$ cat src/rtl/ex_stage.sv
`default_nettype none
// ============================================================================
// Module      : ex_stage
// Description : RV32 execute stage with operand forwarding, ALU, beq/jal
//               redirect resolution and the EX/MEM pipeline register.
// Revision    : 1.0 - initial release
// ============================================================================
module ex_stage #(
    parameter int XLEN   = 32,
    parameter int REG_AW = 5
) (
    input  logic              clk,
    input  logic              reset,
    input  logic              StallM,
    input  logic              FlushM,
    input  logic              RegWriteE,
    input  logic              MemWriteE,
    input  logic              ALUSrcE,
    input  logic              BranchE,
    input  logic              JumpE,
    input  logic [2:0]        ALUControlE,
    input  logic [1:0]        ResultSrcE,
    input  logic [XLEN-1:0]   RD1E,
    input  logic [XLEN-1:0]   RD2E,
    input  logic [XLEN-1:0]   ImmExtE,
    input  logic [XLEN-1:0]   PCE,
    input  logic [XLEN-1:0]   PCPlus4E,
    input  logic [REG_AW-1:0] RdE,
    input  logic [1:0]        ForwardAE,
    input  logic [1:0]        ForwardBE,
    input  logic [XLEN-1:0]   ResultW,
    output logic              PCSrcE,
    output logic [XLEN-1:0]   PCTargetE,
    output logic              RegWriteM,
    output logic              MemWriteM,
    output logic [1:0]        ResultSrcM,
    output logic [XLEN-1:0]   ALUResultM,
    output logic [XLEN-1:0]   WriteDataM,
    output logic [XLEN-1:0]   PCPlus4M,
    output logic [REG_AW-1:0] RdM,
    output logic [31:0]       TakenCount
);

    localparam logic [2:0] c_ALU_ADD  = 3'b000;
    localparam logic [2:0] c_ALU_SUB  = 3'b001;
    localparam logic [2:0] c_ALU_AND  = 3'b010;
    localparam logic [2:0] c_ALU_OR   = 3'b011;
    localparam logic [2:0] c_ALU_XOR  = 3'b100;
    localparam logic [2:0] c_ALU_SLT  = 3'b101;
    localparam logic [2:0] c_ALU_SLTU = 3'b111;

    localparam logic [1:0] c_FWD_W = 2'b01;
    localparam logic [1:0] c_FWD_M = 2'b10;

    logic [XLEN-1:0]   w_src_a;
    logic [XLEN-1:0]   w_write_data_e;
    logic [XLEN-1:0]   w_src_b;
    logic [XLEN-1:0]   w_alu_result_e;
    logic              w_zero_e;

    logic              r_reg_write_m;
    logic              r_mem_write_m;
    logic [1:0]        r_result_src_m;
    logic [XLEN-1:0]   r_alu_result_m;
    logic [XLEN-1:0]   r_write_data_m;
    logic [XLEN-1:0]   r_pc_plus4_m;
    logic [REG_AW-1:0] r_rd_m;
    logic [31:0]       r_taken_count;

    // The M-stage forward source is this stage's own registered result.
    always_comb begin
        w_src_a = RD1E;
        case (ForwardAE)
            c_FWD_W: w_src_a = ResultW;
            c_FWD_M: w_src_a = r_alu_result_m;
            default: w_src_a = RD1E;
        endcase
    end

    always_comb begin
        w_write_data_e = RD2E;
        case (ForwardBE)
            c_FWD_W: w_write_data_e = ResultW;
            c_FWD_M: w_write_data_e = r_alu_result_m;
            default: w_write_data_e = RD2E;
        endcase
    end

    assign w_src_b = ALUSrcE ? ImmExtE : w_write_data_e;

    always_comb begin
        w_alu_result_e = '0;
        case (ALUControlE)
            c_ALU_ADD:  w_alu_result_e = w_src_a + w_src_b;
            c_ALU_SUB:  w_alu_result_e = w_src_a - w_src_b;
            c_ALU_AND:  w_alu_result_e = w_src_a & w_src_b;
            c_ALU_OR:   w_alu_result_e = w_src_a | w_src_b;
            c_ALU_XOR:  w_alu_result_e = w_src_a ^ w_src_b;
            c_ALU_SLT:  w_alu_result_e = {{(XLEN-1){1'b0}}, ($signed(w_src_a) < $signed(w_src_b))};
            c_ALU_SLTU: w_alu_result_e = {{(XLEN-1){1'b0}}, (w_src_a < w_src_b)};
            default:    w_alu_result_e = '0;
        endcase
    end

    assign w_zero_e  = (w_alu_result_e == '0);
    assign PCSrcE    = (BranchE & w_zero_e) | JumpE;
    assign PCTargetE = PCE + ImmExtE;

    // Flush takes priority over stall so a bubble can be injected into a held slot.
    always_ff @(posedge clk or posedge reset) begin
        if (reset) begin
            r_reg_write_m  <= 1'b0;
            r_mem_write_m  <= 1'b0;
            r_result_src_m <= 2'b00;
            r_alu_result_m <= '0;
            r_write_data_m <= '0;
            r_pc_plus4_m   <= '0;
            r_rd_m         <= '0;
        end else if (FlushM) begin
            r_reg_write_m  <= 1'b0;
            r_mem_write_m  <= 1'b0;
            r_result_src_m <= 2'b00;
            r_alu_result_m <= '0;
            r_write_data_m <= '0;
            r_pc_plus4_m   <= '0;
            r_rd_m         <= '0;
        end else if (!StallM) begin
            r_reg_write_m  <= RegWriteE;
            r_mem_write_m  <= MemWriteE;
            r_result_src_m <= ResultSrcE;
            r_alu_result_m <= w_alu_result_e;
            r_write_data_m <= w_write_data_e;
            r_pc_plus4_m   <= PCPlus4E;
            r_rd_m         <= RdE;
        end
    end

    always_ff @(posedge clk or posedge reset) begin
        if (reset) begin
            r_taken_count <= 32'd0;
        end else if (PCSrcE && !StallM) begin
            r_taken_count <= r_taken_count + 32'd1;
        end
    end

    assign RegWriteM  = r_reg_write_m;
    assign MemWriteM  = r_mem_write_m;
    assign ResultSrcM = r_result_src_m;
    assign ALUResultM = r_alu_result_m;
    assign WriteDataM = r_write_data_m;
    assign PCPlus4M   = r_pc_plus4_m;
    assign RdM        = r_rd_m;
    assign TakenCount = r_taken_count;

endmodule
`default_nettype wire

$ cat config.mk
export PLATFORM = sky130hd
export DESIGN_NAME = ex_stage
export DESIGN_NICKNAME = d
export VERILOG_FILES = /design/src/rtl/ex_stage.sv
export SDC_FILE = /design/constraint.sdc
export NUM_CORES = 1
export LEC_CHECK = 0
export CAP_MARGIN = 30
export CORE_ASPECT_RATIO = 0.9
export CORE_MARGIN = 2
export CORE_UTILIZATION = 42
export CTS_BUF_LIST = sky130_fd_sc_hd__clkbuf_4
export CTS_CLUSTER_SIZE = 24
export DETAILED_ROUTE_END_ITERATION = 16
export HOLD_SLACK_MARGIN = 0.02
export PLACE_DENSITY_LB_ADDON = 0.3
export REMOVE_ABC_BUFFERS = 1
export SLEW_MARGIN = 40
export SYNTH_ARGS = -nofsm -noshare
export SYNTH_HDL_FRONTEND = slang
export SYNTH_SLANG_ARGS = --single-unit
$ cat constraint.sdc
create_clock -name clk -period 11.7 [get_ports clk]
set_clock_uncertainty 0.1 [all_clocks]
set_input_delay 2.925 -clock clk [delete_from_list [all_inputs] [get_ports clk]]
set_output_delay 2.925 -clock clk [all_outputs]
set_load 0.02 [all_outputs]
==> reports/metrics.yaml, run 1 <==
status: "finished, final reports clean"
vdd_drop_max_v: 0.0001193
fmax_ghz: 0.08802
worst_path_largest_cell_delay_ns: 0.46
async_flop_share_pct: 100.0
crit_required_ns: 8.68
hpwl_um: 54210
cts_inserted_buffers: 17
layout_commonest_cell: "clkdlybuf4s50_1"
min_path_type: "flip-flop to flip-flop"
start_util_pct: 42.72
clock_sinks: 137
worstSetupEndpointType: "output pin"
grt-ovfl-total: 0
grt_pass1_wl_um: 101900
powerDensity_nw_per_um2: 106.9
maxSlewViolCount: 0
regToRegStartpoint: "ALUResultM[0]"
synthCells: 1938
cp_slowest_cell: "clkdlybuf4s50_1"
crit_path_start: "ForwardBE[1]"
antenna_found_initial: 2
io_pins: 385
clk_pin_slew_ns: 0.13
synth.avg_cell_area_sq_um: 7.519
p_leak_nw: 9.312
setup.worst_path.class: "primary input to output pin"
first_iter_violations: 1739
cp_max_fo: 15
fin_crit_ns: 11.36
synth_seq_area_share_pct: 23.53
ys_warn_count: 0
core_sq_um: 34110
gr-usage-all-layers_pct: 36.34
vias: 17170
period_share_pct: 97.10
drc: 0
wl_per_cell_um: 23.04
dieArea_sq_um: 36200
ant_nets: 0
cts_setup_buffers: 0
rsz0062_at_grt: "false"
ys_ff_latch: 137
cts-root-buf: "clkbuf_4"
layout_common_cells: "clkdlybuf4s50_1, nor2_1, buf_4, a21oi_1, nand2_1"
place_ws_ns: -0.1661
h-tree-depth: 4
cap_violations: 0
clockBufferDepth: 2
nets: 2819
cts.hold.buffers_added: 0
r2r_slack_ns: 5.80
viasPerCell: 5.860
cts_tree: "built"
insertion_delay_ns: 0.64
firstDrtPassIters: 7
fin_area_sq_um: 20620
wirelength_um: 67510
setup_tns_ns: 0
fp-row-count: 64
place_area_sq_um: 20300
slew_headroom_pct: 43.20
hp-start: "TakenCount[31]"
synth_edf_count: 0
start_kind: "primary input"
hold_viol: 0
portBuffers: 384
finalWorstSetupSlack_ns: 0.3393
syn_area_sq_um: 14570
synth_cell_type_count: 85
arrival_ns: 8.34
grt_max_degree: 72
die_x_um: 200.3
drive_gt1_share_pct: 13.23
setup_viol: 0
tightestPinTransition_ns: 0.8519
die_height_um: 180.7
cp_common_cell: "buf_4"
gp_congestion: 1.032
grt_pass1_vias: 16730
synth-main-ff-cell: "dfrtp_1"
syn_to_final_growth_pct: 41.49
[Yosys cell counts (all sizes together), types with 12 or more instances]
| cell | count | area [sq um] |
|---|---|---|
| o31ai | 13 | 97.59 |
| o21ai | 130 | 650.6 |
| nor4 | 26 | 244.0 |
| nand4 | 14 | 87.58 |
| o211ai | 38 | 295.3 |
| o21a | 14 | 105.1 |
| nor2 | 291 | 1095 |
| inv | 123 | 461.7 |
| a31oi | 19 | 125.1 |
| clkbuf | 89 | 334.1 |
| xor2 | 35 | 306.5 |
| nand2b | 20 | 132.6 |
| nand3 | 36 | 180.2 |
| buf | 30 | 137.6 |
| a22oi | 70 | 525.5 |
| a211oi | 19 | 152.6 |
| mux2i | 65 | 650.6 |
| dfrtp | 137 | 3428 |
| or3 | 12 | 75.07 |
| a21oi | 188 | 944.7 |
| nand2 | 165 | 619.3 |
| nor3 | 32 | 160.2 |
| xnor2 | 32 | 280.3 |
| a21o | 21 | 157.7 |
| nor2b | 12 | 75.07 |
| o21bai | 17 | 127.6 |
| ha | 149 | 1864 |
[critical path, delay by kind of cell]
kind	cells	cell delay (ns)
simple gates	5	0.88
buf+inv	9	1.82
mux	1	0.14
compound gates	9	1.98
fa+ha+maj	2	0.56
[routing by layer]
metal / vias to the layer above / GRT usage, % / wire [um]
li1: 7960 / - / -
met4: 0 / 12.47 / 1963
met3: 112 / 8.424 / 6471
met2: 854 / 57.03 / 30260
met1: 8244 / 49.16 / 28820
met5: - / 0 / 0
[report_power, final]
part	switching, mW	total [mW]	internal [mW]
sequential	0.0453	0.556	0.511
combinational	0.719	1.28	0.558
clock	0.235	0.371	0.135
total	1.00	2.20	1.20
[timing repair]
action / CTS / global route
resized for setup: 6 / 6
pin swaps: 0 / 1
endpoints found under the setup margin: 1 / 1
[flip-flops by register name (all words and copies together) (netlist names)]
| signal | cells |
|---|---|
| TakenCount | 32 |
| PCPlus4M | 32 |
| MemWriteM | 1 |
| RegWriteM | 1 |
| WriteDataM | 32 |
| ALUResultM | 32 |
| RdM | 5 |
| ResultSrcM | 2 |
[final timing paths]
path	cells past startpoint	end
hold / removal	1	TakenCount[31]
hold reg to reg	1	TakenCount[31]
setup / recovery	26	PCSrcE
setup reg to reg	25	TakenCount[12]
max in group asynchronous	3	ALUResultM[25]
min in group asynchronous	2	PCPlus4M[6]
[kinds of logic after synthesis]
| family | share of synthesized area [%] |
|---|---|
| mux | 4.620 |
| compound gates | 27.46 |
| simple gates | 20.73 |
| fa+ha+maj | 13.21 |
| buf+inv | 6.431 |
| xor+xnor | 4.027 |
| flops | 23.53 |
[stage by stage]
step / instances / total power [mW] / hold slack [ns] / utilization [%]
2_1_floorplan: 1819 / 1.169 / 0.4777 / -
3_3_place_gp: 2895 / 1.795 / 0.3578 / 59.44
3_5_place_dp: 2895 / 1.802 / 0.3746 / 59.50
4_1_cts: 2927 / 2.180 / 0.3962 / 60.41
5_1_grt: 2929 / 2.314 / 0.4022 / 60.43
6_report: 2930 / 2.204 / 0.3903 / 60.44
[layout make-up]
type	count	area, sq um
fillers	3177	13500
clock buffers	18	135.1
flip-flops and latches	137	3428
multi-input cells	1558	10260
well taps	462	578.1
repair buffers	614	5578
diodes	3	7.507
clock inverters	14	156.4
inverters	124	470.5
Note: power is estimated with default switching activity, not from simulation.
==> run 2: changes to the inputs <==
PLACE_DENSITY = 0.81   (was unset)
PLACE_DENSITY_LB_ADDON = unset   (was 0.3)
clock period = 10.05 ns   (was 11.7 ns; I/O delays follow)
==> run 2 against run 1 <==
Against the previous run:
- wire length up 5.8%
- sequential share of layout area is 1.7 points lower
- sequential power is 18% higher
- combinational power increased by 34%
- critical path type unchanged
- critical endpoint unchanged
- largest cell class unchanged
- largest power group unchanged
==> reports/metrics.yaml, run 2 (synthesis gave the netlist of run 1 again) <==
power.net_switching_mw: 1.201  # +20%
die_x_um: 200.3  # unchanged
layout_commonest_cell: "buf_4"
cp_common_cell: "buf_4"
firstDrtPassIters: 8  # +1
vdd_drop_max_v: 0.0002035  # +71%
start_util_pct: 42.72  # unchanged
report.power.total_mw: 2.791  # +27%
hold_viol: 0  # unchanged
status: "finished, final reports clean"
powerDensity_nw_per_um2: 121.9  # +14%
worstSetupEndpointType: "output pin"
syn_to_final_growth_pct: 57.10
arrival_ns: 7.28  # -1.06 ns
grt-ovfl-total: 0  # unchanged
gr-usage-all-layers_pct: 38.38  # +2.0 points
io_pins: 385  # unchanged
swShare_pct: 43.04  # -2.3 points
p_leak_nw: 10.53  # +13%
setup.worst_path.class: "primary input to output pin"
dieArea_sq_um: 36200  # unchanged
antenna_found_initial: 5  # +3
fp-row-count: 64  # unchanged
nFillCells: 2919  # -8.1%
cts_inserted_buffers: 17  # unchanged
drive_gt1_share_pct: 23.48  # +10 points
grt_max_degree: 84  # +17%
worst_path_largest_cell_delay_ns: 0.57  # +0.11 ns
core_sq_um: 34110  # unchanged
p_comb_share_pct: 61.7  # +3.7 points
place_area_sq_um: 21980  # +8.3%
first_iter_violations: 1604  # -7.8%
hpwl_um: 57210  # +5.5%
clockBufferDepth: 2  # unchanged
viasPerCell: 5.791  # -1.2%
period_share_pct: 98.47
wirelength_um: 71460  # +5.8%
crit_required_ns: 7.44  # -1.24 ns
wl_per_cell_um: 22.60  # -1.9%
place_ws_ns: -1.069  # -0.9025 ns
fin_area_sq_um: 22890  # +11%
min_path_type: "flip-flop to flip-flop"
clock_sinks: 137  # unchanged
fin_crit_ns: 9.896
maxSlewViolCount: 0  # unchanged
fin_hold_ws_ns: 0.3818  # -0.008491 ns
ant_nets: 0  # unchanged
cts_tree: "built"
die_height_um: 180.7  # unchanged
fmax_ghz: 0.1010
seq_power_share_pct: 23.4  # -1.8 points
gp_congestion: 1.015  # -1.6%
h-tree-depth: 4  # unchanged
clkPwrFrac_pct: 14.8  # -2.0 points
grt_pass1_vias: 18040  # +7.8%
cp_max_fo: 4  # -11
finalWorstSetupSlack_ns: 0.1536  # -0.1857 ns
p_int_mw: 1.590  # +32%
clk_pin_slew_ns: 0.12  # about the same
cts.hold.buffers_added: 0  # unchanged
cp_slowest_cell: "clkdlybuf4s50_1"
start_kind: "primary input"
cap_violations: 0  # unchanged
cts-root-buf: "clkbuf_4"
path_cells: "clkdlybuf4s50_1 -> a22oi_2 -> nor2_1 -> a21oi_2 -> o21ai_4 -> ha_1 -> inv_1 -> fa_1 -> and2b_1 -> o2111ai_2 -> a31oi_2 -> buf_4 -> a21o_1 -> a31o_1 -> o211a_1 -> nand2_2 -> a2111oi_4 -> buf_4 -> nand4_1 -> nor4_2 -> buf_4 -> a41oi_4 -> inv_2 -> buf_4"
tightestPinTransition_ns: 0.7970  # -0.05493 ns
nets: 3050  # +8.2%
grt_pass1_wl_um: 107600  # +5.6%
portBuffers: 384  # unchanged
slew_headroom_pct: 46.81  # +3.6 points
setup_viol: 0  # unchanged
insertion_delay_ns: 0.64  # about the same
layout_common_cells: "buf_4, clkdlybuf4s50_1, nor2_1, a21oi_1, nand2_1"
vias: 18310  # +6.7%
drc: 0  # unchanged
## run 2: changes by cell type in the layout (fill, tap and decap cells not counted), moves of 7 or more
cell	delta
a21oi_1	-14
a21oi_2	+14
buf_12	+7
buf_4	+220
ha_1	-12
ha_2	+7
o21ai_0	-25
o21ai_1	+15
o21ai_2	+7
## run 2: timing repair
item	4_1_cts	5_1_grt
pin swaps	13	24
cloned	2	0
buffers inserted	5	9
gates resized for setup	71	71
setup endpoints to repair	1	1
## run 2: routing by layer
| metal | track usage [%] | part of all wire (%) | vias up | wire length (um) |
|---|---|---|---|---|
| met5 | 0 | 0.018 | - | 13 |
| met1 | 51.27 | 42 | 8708 | 29760 |
| li1 | - | - | 8416 | - |
| met3 | 9.109 | 10 | 158 | 7213 |
| met2 | 61.33 | 45 | 1028 | 32100 |
| met4 | 12.18 | 3.3 | 2 | 2370 |
## run 2: path summary, 6_finish.rpt
| kind | start | end | slack, ns | cells after the start |
|---|---|---|---|---|
| max reg2reg | ALUResultM[0] | TakenCount[12] | 4.25 | 24 |
| max in group asynchronous | reset | ALUResultM[8] | 6.47 | 3 |
| min in group asynchronous | reset | PCPlus4M[30] | 2.22 | 2 |
| min | TakenCount[31] | TakenCount[31] | 0.38 | 1 |
| min reg2reg | TakenCount[31] | TakenCount[31] | 0.38 | 1 |
| max | ResultW[0] | PCSrcE | 0.15 | 24 |
## run 2: worst max-delay path: cells and delay by family
kind / cells / cell delay [ns]
adders and majority gates: 2 / 0.66
buffers and inverters: 7 / 1.35
AOI/OAI and AO/OA: 10 / 1.88
and+or+nand+nor: 5 / 0.86
## run 2: through the flow
stage	setup TNS (ns)	util [%]	instances
floorplan	-1.454	-	1819
global placement	-1.033	64.40	3110
detailed placement	-1.069	64.43	3110
CTS	0	66.33	3149
global route	-0.01137	67.10	3161
finish	0	67.11	3162
## run 2: cell type report
type / instances / area, sq um / area share [%]
Sequential cell: 137 / 3428 / 14.98
Timing Repair Buffer: 845 / 7461 / 32.59
Tap cell: 462 / 578.1 / 2.525
Antenna cell: 4 / 10.01 / 0.04373
Clock buffer: 21 / 157.7 / 0.6887
Clock inverter: 11 / 146.4 / 0.6395
Multi-Input combinational cell: 1558 / 10640 / 46.47
Inverter: 124 / 473.0 / 2.066
## run 2: power by group through the flow
| stage | logic, mW | clock network [mW] | registers, mW |
|---|---|---|---|
| 6_report | 1.72 | 0.414 | 0.654 |
| 4_1_cts | 1.65 | 0.419 | 0.649 |
| 2_1_floorplan | 0.667 | 0 | 0.695 |
| 3_3_place_gp | 1.59 | 0 | 0.654 |
| 3_5_place_dp | 1.60 | 0 | 0.657 |
| 5_1_grt | 1.83 | 0.442 | 0.657 |
